<file path="config.mk">
export PLATFORM = sky130hd
export DESIGN_NAME = layer_serializer
export DESIGN_NICKNAME = d
export VERILOG_FILES = /design/src/rtl/layer_serializer.sv
export SDC_FILE = /design/constraint.sdc
export NUM_CORES = 1
export LEC_CHECK = 0
export ABC_AREA = 1
export CORE_AREA = 2 2 239 241
export CTS_CLUSTER_SIZE = 10
export DETAILED_ROUTE_END_ITERATION = 8
export DIE_AREA = 0 0 241 243
export DONT_BUFFER_PORTS = 1
export PLACE_DENSITY = 0.56
export SETUP_SLACK_MARGIN = 0.4
export SYNTH_ARGS = -nofsm -noshare
export SYNTH_HDL_FRONTEND = slang
export SYNTH_SLANG_ARGS = --single-unit
</file>
<file path="constraint.sdc">
create_clock -name CLK -period 2.4 [get_ports CLK]
set_input_delay 0.36 -clock CLK [delete_from_list [all_inputs] [get_ports CLK]]
set_output_delay 0.36 -clock CLK [all_outputs]
set_load 0.01 [all_outputs]
</file>
<file path="src/rtl/layer_serializer.sv">
// Collects one word per neuron from a parallel layer, then replays the frame
// serially (index 0 first, one word per cycle) to feed the next layer's input stream.
module layer_serializer #(
   parameter int NN        = 30,
   parameter int dataWidth = 16
) (
   input  logic                    CLK,
   input  logic                    RESET,
   input  logic [NN-1:0]           in_valid,
   input  logic [NN*dataWidth-1:0] in_data,
   output logic                    out_valid,
   output logic [dataWidth-1:0]    out_data,
   output logic                    busy,
   output logic                    frame_done,
   output logic                    overrun
);

   localparam int IDX_W = $clog2(NN);
   localparam logic [IDX_W-1:0] LAST_IDX = IDX_W'(NN - 1);

   typedef enum logic {
      S_COLLECT,
      S_SEND
   } state_t;

   state_t                r_state;
   state_t                w_state_next;
   logic [NN-1:0]         r_mask;
   logic [NN-1:0]         w_mask_next;
   logic                  w_mask_full;
   logic                  w_last;
   logic [IDX_W-1:0]      r_idx;
   logic                  r_out_valid;
   logic [dataWidth-1:0]  r_out_data;
   logic                  r_frame_done;
   logic                  r_overrun;
   logic [dataWidth-1:0]  r_buf [NN];

   always_ff @(posedge CLK or negedge RESET) begin
      if (!RESET) begin
         r_state <= S_COLLECT;
      end else begin
         r_state <= w_state_next;
      end
   end

   // Mask includes this cycle's captures so a frame completing in one cycle moves on at once.
   always_comb begin
      w_mask_next  = r_mask | in_valid;
      w_mask_full  = &w_mask_next;
      w_last       = (r_idx == LAST_IDX);
      w_state_next = r_state;
      case (r_state)
         S_COLLECT: if (w_mask_full) w_state_next = S_SEND;
         S_SEND:    if (w_last)      w_state_next = S_COLLECT;
         default:   w_state_next = S_COLLECT;
      endcase
   end

   always_ff @(posedge CLK or negedge RESET) begin
      if (!RESET) begin
         r_mask       <= '0;
         r_idx        <= '0;
         r_out_valid  <= 1'b0;
         r_out_data   <= '0;
         r_frame_done <= 1'b0;
         r_overrun    <= 1'b0;
      end else begin
         case (r_state)
            S_COLLECT: begin
               r_mask       <= w_mask_full ? '0 : w_mask_next;
               r_out_valid  <= 1'b0;
               r_frame_done <= 1'b0;
            end
            S_SEND: begin
               r_out_valid  <= 1'b1;
               r_out_data   <= r_buf[r_idx];
               r_frame_done <= w_last;
               r_idx        <= w_last ? '0 : r_idx + 1'b1;
               // Words arriving mid-replay are dropped; only the sticky flag records them.
               if (|in_valid) r_overrun <= 1'b1;
            end
            default: begin
               r_out_valid  <= 1'b0;
               r_frame_done <= 1'b0;
            end
         endcase
      end
   end

   always_ff @(posedge CLK) begin
      if (r_state == S_COLLECT) begin
         for (int i = 0; i < NN; i++) begin
            if (in_valid[i]) r_buf[i] <= in_data[i*dataWidth +: dataWidth];
         end
      end
   end

   assign out_valid  = r_out_valid;
   assign out_data   = r_out_data;
   assign frame_done = r_frame_done;
   assign overrun    = r_overrun;
   assign busy       = (r_state == S_SEND) || r_out_valid || (r_mask != '0);

endmodule

</file>
### After elaboration in Yosys (flattened, before gate mapping)

Memory sizes are Yosys's and may differ from the RTL's. A register that Yosys moved wholly into a read port is not among the register bits.
Index checks and enable logic that the tools add are counted.

* add/subtract/negate cells: 1
* equal/unequal tests: 1
* mux-type cells: 97
* bitwise logic cells: 2
* reduce and logical (&&, ||, !) cells: 7

Operators with widths (number)
* 2-to-1 mux 1 bit: 92
* 2-to-1 mux 30 bit: 1
* OR 30 bit: 1
* AND reduction 30 bit: 1
* nonzero test 30 bit: 1
* OR reduction 30 bit: 1
* one-hot mux 1 bit (2 select lines): 3
* adder 5 x 1 -> 5 bit (second input constant): 1
* == test 5 bit (second input constant): 1
* 2-to-1 mux 5 bit: 1
* logical OR 1 bit: 2
* AND reduction 2 bit: 1
* logical NOT 1 bit: 1
* NOT 1 bit: 1

* flip-flop bits (word level): 39
* memory bits (writable): 480
* bits of input ports: 512
* output and inout port bits: 20
* memories kept: 1

Memory list
* r_buf: depth 30, width 16, rd ports 1, clocked after Yosys merged registers in 1, wr ports 30, line 37 `logic [dataWidth-1:0] r_buf [NN];`

### Longest topological paths before layout

Gate-level depths: netlist (run 1).

* word-level depth: 4
* gate-level depth with buffers: 14
* mapped depth without buffers: 11

### Worst setup path after synthesis (run 1)

No wires, ideal clock.

* path kind: flip-flop to flip-flop
* start: reg r_state
* end: mem r_buf[10][0], enable pin
* library setup time: 390 ps
* arrival time: 1474 ps
* required time: 2010 ps
* slack: 535 ps
* stages on the path, launching flop included: 4
* cells stage by stage: dfrtp_1 -> buf_2 -> buf_1 -> nor2_1

RTL lines
* start, declared: line 26 `state_t r_state;`
* start signal, assigned: line 43 `r_state <= w_state_next;`
* end, declared: line 37

### Final worst setup path (run 1)

* start: reg r_mask[10]
* end: out busy

* word-level cells in the longest chain between the ends: 2

Ends and longest elaborated chain
* start, declared: line 28 `logic [NN-1:0] r_mask;`
* start signal, assigned: line 71 `r_mask <= w_mask_full ? '0 : w_mask_next;`
* nonzero test 30 bit: line 103 `assign busy = (r_state == S_SEND) || r_out_valid || (r_mask != '0);`
* logical OR 1 bit: line 103
* end, declared: line 13 `output logic busy,`

No other way between the ends.

==> flow_metrics.py, run 1 <==
metrics = {
    "run_status": {
        "status": "complete, no violations",
    },
    "logic_synthesis": {
        "synth_edf_count": 480,
        "yosysTopAreaCell": "edfxtp_1",
        "ys_ff_latch": 535,
        "async_flop_share_pct": 10.3,
        "yosys.area.top_type_share_pct": 65.2,
        "synth_area_leaders": "edfxtp_1, nand2_1, dfrtp_1, nor2_1, nand3_1",
        "ys.flop_type": "edfxtp_1",
        "syn_area_per_cell_um2": 11.2,
        "yosysWarnings": 0,
        "seq_area_frac_synth_pct": 71.4,
        "synth_fp_nets": 2492,
        "synth_cell_type_count": 34,
        "syn_area_mm2": 0.0221,
        "syn_inst": 1978,
    },
    "timing": {
        "period_needed_ns": 2.15,
        "tightest_slew_ns": 0.703,
        "fin_ws_ns": 0.248,
        "timing.fmax_mhz": 465,
        "skew_ns": 0.0208,
        "tns_ns": 0,
        "fin_crit_sh_pct": 89.7,
        "maxSlewViolCount": 0,
        "rsz0062_at_grt": "yes",
        "final-hold-violation-count": 0,
        "timing.slew.headroom_pct": 53.1,
        "setup_viol": 0,
    },
    "global_route": {
        "gr-total-overflow": 0,
        "grt_max_degree": 70,
        "grt_pass1_vias": 18100,
        "antenna_found_initial": 10,
        "grt_pass1_wl_um": 121000,
        "grt_usage_pct": 29.0,
    },
    "finish": {
        "nets": 3045,
        "area_growth_pct": 40.8,
        "final_area_mm2": 0.0311,
        "instances_no_fill": 3340,
        "final_common_cell": "nand2_1",
        "drive_above_1_share_pct": 12.3,
        "final_cell_mix": "nand2_1, dlygate4sd3_1, edfxtp_1",
    },
    "placed_design": {
        "place.port_buffers": 0,
        "dp_slack_ns": 0.0125,
        "hpwlAfterDp_um": 57200,
        "placedCellCount": 2697,
        "place_area_mm2": 0.0232,
        "gp_congestion": 0.902,
    },
    "clock_tree": {
        "cts_tree": "yes",
        "cts_sinks": 535,
        "cts_buffers": 67,
        "htreeDepth": 3,
        "worstSkewPairLatency_ns": 0.61,
        "clock_path_buffers": 3,
        "clk_pin_slew_ns": 0.06,
        "clockRootBuffer": "clkbuf_16",
    },
    "die": {
        "core_area_mm2": 0.0560,
        "start_util_pct": 39.5,
        "rows": 87,
        "die_area_mm2": 0.0586,
        "fp.dieH_um": 243,
        "die_width_um": 241,
        "num_io_pins": 532,
    },
    "setup_path": {
        "crit_arrival_ns": 1.79,
        "worstSetupPathType": "reg2out",
        "cp.required_ns": 2.04,
        "startpoint_type": "register",
        "worst_setup_path_end_kind": "primary output",
        "crit_fanout": 2,
    },
    "detailed_routing": {
        "drc": 0,
        "firstDrtPassIters": 6,
        "num_vias": 17700,
        "antenna_left": 0,
        "routedWlPerCell_um": 26.8,
        "vias_per_cell": 5.30,
        "drtIter0Drc": 1901,
        "routed_wl_um": 89300,
    },
    "min_path": {
        "hold_class": "in2reg",
    },
    "power": {
        "fin_total_pwr_mw": 37.3,
        "power_leakage_nw": 12.1,
        "powerDensity_mw_per_mm2": 1200,
        "vdd_drop_max_mv": 0.688,
    },
    "job": {
        "cap_viol_max_count": 0,
    },
}
## metal layers
layer	vias to the layer above	wire length, µm	track usage, %
met2	1111	43300	47.8
li1	7821	-	-
met3	200	8320	7.20
met5	-	0	0
met4	0	3410	11.0
met1	8586	34400	36.8
## worst max-delay path: stages, from the launching register on
cell     delay [ns]
dfrtp_1        0.42
nor4_4         0.35
nand4_1        0.13
or2_4          0.29
## stage by stage
step	utilization, %	hold slack [ns]
floorplan	-	0.0644
global placement	41.4	0.0671
detailed placement	41.4	0.0661
CTS	54.4	0.00430
global route	55.6	0.0297
finish	55.6	0.0288
## report_power, final
part	switching, mW	leakage (nW)	internal (mW)
Combinational	9.59	6.03	4.89
Clock	3.93	0.974	5.57
Sequential	1.03	5.05	12.3
Total	14.6	12.1	22.7
## cell families (layout without fill, tap and decap cells)
kind of cell    after synthesis  count (layout)  synth area share (%)
simple gates               1026            1026                  18.7
flops                       535             535                  71.4
buf+inv                     213             806                  4.89
compound gates              202             202                  4.83
fa+ha+maj                     2               2                 0.113
other cells                   0              13                     0
## what timing repair did
item / in CTS / in global routing
pin swaps: 6 / 30
cloned: 5 / 11
setup endpoints to repair: 16 / 44
resized for setup: 43 / 91
hold buffers: 486 / 0
buffers inserted: 7 / 12
endpoints found under the hold margin: 538 / 0
## flip-flops by register name, indices dropped and copies added, names as in the netlist
register	count
r_buf	480
r_mask	30
out_data	16
r_idx	5
frame_done	1
out_valid	1
overrun	1
r_state	1
## layout make-up
| type | count | area (µm²) |
|---|---|---|
| inverter | 110 | 445 |
| timing repair inverter | 1 | 8.76 |
| clock buffer | 93 | 1850 |
| clock inverter | 16 | 161 |
| tap | 756 | 946 |
| sequential | 535 | 15800 |
| timing repair buffer | 586 | 6210 |
| antenna | 13 | 32.5 |
| fill | 4623 | 24800 |
| multi-input combinational | 1230 | 5670 |
## Yosys cell counts (4+ instances only)
master,number
buf_2,37
or2_2,14
buf_1,4
inv_1,104
a21oi_1,36
nand4_1,8
buf_4,23
nor4_1,13
nor3_1,6
dfrtp_1,55
o21ai_1,36
o21ai_0,108
buf_6,18
clkbuf_1,20
edfxtp_1,480
o22a_1,4
and3_1,5
o211ai_1,12
nand3_1,131
nor2_1,337
nand2_1,509
## worst paths after layout
check	startpoint	endpoint	slack (ns)	cells after the start
worst max-delay path	r_mask[10]	busy	0.25	3
worst min-delay path	in_valid[8]	overrun	0.03	4
worst max register to register	r_idx[0]	out_data[8]	0.37	13
worst min register to register	r_mask[26]	r_mask[26]	0.55	2
max in group asynchronous	RESET	r_idx[1]	1.75	2
min in group asynchronous	RESET	r_mask[26]	0.32	2
Power figures use the tool's default switching activity.
==> run 2: changes to the inputs <==
Settings changed: RECOVER_POWER set to 50.
Clock period 2.4 ns to 2.2 ns, I/O delays scaled along.
==> flow_metrics.py, run 2 (synthesized netlist as in run 1, its figures left out) <==
metrics = {
    "detailed_routing": {
        "routed_wl_um": 90100,
        "num_vias": 18100,
        "drtIter0Drc": 1876,
        "antenna_left": 0,
        "vias_per_cell": 5.32,
        "routedWlPerCell_um": 26.4,
        "firstDrtPassIters": 6,
        "drc": 0,
    },
    "global_route": {
        "antenna_found_initial": 11,
        "grt_pass1_wl_um": 123000,
        "grt_usage_pct": 29.3,
        "gr-total-overflow": 0,
        "grt_pass1_vias": 18300,
        "grt_max_degree": 56,
    },
    "min_path": {
        "hold_end": "r_buf[23][9]",
        "hold_start": "in_valid[23]",
        "min_path_cells": 2,
        "hold_class": "in2reg",
    },
    "die": {
        "num_io_pins": 532,
        "rows": 87,
        "die_area_mm2": 0.0586,
        "start_util_pct": 39.5,
        "die_width_um": 241,
        "fp.dieH_um": 243,
        "core_area_mm2": 0.0560,
    },
    "finish": {
        "multi_input_area_mm2": 0.00627,
        "drive_above_1_share_pct": 18.3,
        "largest_reg_flops": 480,
        "area_growth_pct": 47.2,
        "nets": 3098,
        "fillerInstances": 4464,
        "final_cell_mix": "dlygate4sd3_1, edfxtp_1, nand2_1",
        "instances_no_fill": 3407,
        "regArea_mm2": 0.0158,
        "regMostFlops": "r_buf",
        "final_common_cell": "dlygate4sd3_1",
    },
    "run_status": {
        "status": "complete, no violations",
    },
    "timing": {
        "fin_crit_sh_pct": 96.9,
        "hold_ws_ns": 0.0534,
        "rsz0062_at_grt": "yes",
        "final-hold-violation-count": 0,
        "period_needed_ns": 2.13,
        "tightest_slew_ns": 0.492,
        "skew_ns": 0.0177,
        "maxSlewViolCount": 0,
        "timing.slew.headroom_pct": 67.2,
        "setup_viol": 0,
        "timing.fmax_mhz": 469,
    },
    "power": {
        "powerDensity_mw_per_mm2": 1310,
        "power_leakage_nw": 12.6,
        "vdd_drop_max_mv": 0.814,
    },
    "setup_path": {
        "cpMaxStageDelayCell": "dfrtp_1",
        "reg2reg_to": "out_data[10]",
        "crit_fanout": 2,
        "r2r_start": "r_idx[0]",
        "path_delay_family": "simple AND/OR/NAND/NOR gates",
        "ff2ff_setup_slack_ns": 0.13,
        "crit_path_cell_trace": "nor4_4, nand4_1, or2_4",
        "crit_arrival_ns": 1.80,
        "worst_setup_path_end_kind": "primary output",
        "cpPeakStageDelay_ns": 0.46,
        "crit_buf_inv": 0,
        "reg2reg_depth": 12,
        "cp.required_ns": 1.87,
        "worstSetupPathType": "reg2out",
        "startpoint_type": "register",
    },
    "placed_design": {
        "gp_congestion": 0.856,
        "place.port_buffers": 0,
        "hpwlAfterDp_um": 57100,
        "placedCellCount": 2714,
    },
    "clock_tree": {
        "cts_tree": "yes",
        "clock_path_buffers": 3,
        "cts_sinks": 535,
        "htreeDepth": 2,
        "cts_buffers": 61,
        "clk_pin_slew_ns": 0.06,
        "worstSkewPairLatency_ns": 0.63,
        "clockRootBuffer": "clkbuf_16",
    },
    "job": {
        "cap_viol_max_count": 0,
    },
}
==> run 2: changes by cell type in the layout (fill, tap and decap cells not counted), moves of 10 or more <==
cell | before | now
nand3_2 | 5 | 36
a21oi_1 | 29 | 16
o21ai_1 | 36 | 56
nor2_1 | 277 | 256
nor2_4 | 16 | 30
o21ai_0 | 103 | 73
a21oi_2 | 7 | 17
buf_16 | 12 | 24
buf_12 | 6 | 22
clkbuf_1 | 21 | 44
nand3_1 | 126 | 94
nand2_2 | 16 | 58
buf_6 | 6 | 20
nand2_1 | 488 | 439
==> run 2: worst max-delay path by stage <==
stage               startpoint           end  slack, ns  depth (start not counted)
CTS                 r_mask[27]          busy       0.05                          3
finish                 r_state          busy       0.07                          3
global route        r_mask[10]          busy       0.03                          3
floorplan              r_state  r_buf[10][0]       0.34                          3
global placement      r_idx[0]   out_data[4]     -0.008                         11
detailed placement    r_idx[0]   out_data[4]      -0.03                         11
==> run 2: repair_timing <==
item | CTS | global route
hold buffers | 495 | 0
resized for setup | 181 | 171
endpoints found under the hold margin | 539 | 0
cloned | 18 | 14
setup buffers | 19 | 17
pin swaps | 89 | 100
endpoints found under the setup margin | 18 | 96
==> run 2: area by class of cell <==
| type | instances | share of cell area (%) |
|---|---|---|
| sequential | 535 | 48.6 |
| timing repair buffer | 644 | 22.0 |
| multi-input combinational | 1230 | 19.3 |
| clock buffer | 112 | 5.57 |
| tap | 756 | 2.91 |
| inverter | 110 | 1.40 |
| clock inverter | 4 | 0.142 |
| antenna | 14 | 0.108 |
| timing repair inverter | 2 | 0.0615 |
==> run 2: layer usage <==
layer  wire (µm)  global-route usage, %
met1       34500                   37.6
met2       43600                   48.4
met3        8640                   7.04
met4        3400                   10.5
met5          12                      0
==> run 2: through the flow <==
step	setup slack, ns	utilization (%)	cell area (µm²)	power (mW)	TNS (ns)
3_3_place_gp	-0.00751	41.7	23300	27.0	-0.00751
5_1_grt	0.0262	58.1	32500	44.6	0
3_5_place_dp	-0.0308	41.7	23300	27.1	-0.0308
2_1_floorplan	0.335	-	22100	21.8	0
4_1_cts	0.0526	56.2	31500	40.5	0
6_report	0.0671	58.1	32500	42.7	0
==> run 2: report_power, final <==
part / total, mW / internal (mW) / switching [mW] / leakage [nW]
clock network: 9.71 / 5.59 / 4.12 / 0.886
registers: 14.5 / 13.4 / 1.16 / 5.05
logic: 18.5 / 7.10 / 11.4 / 6.66
total: 42.7 / 26.1 / 16.7 / 12.6
==> run 2: worst register-to-register path: stages (launching register included) <==
cell and delay [ns]:
dfrtp_4 0.54, buf_16 0.18, buf_12 0.14, buf_4 0.14, clkbuf_16 0.16, nor2_1 0.10
nor2_1 0.04, o21ai_0 0.11, a21oi_1 0.15, nor2_4 0.17, nand2_2 0.11, nand2_1 0.07
nand2_1 0.05
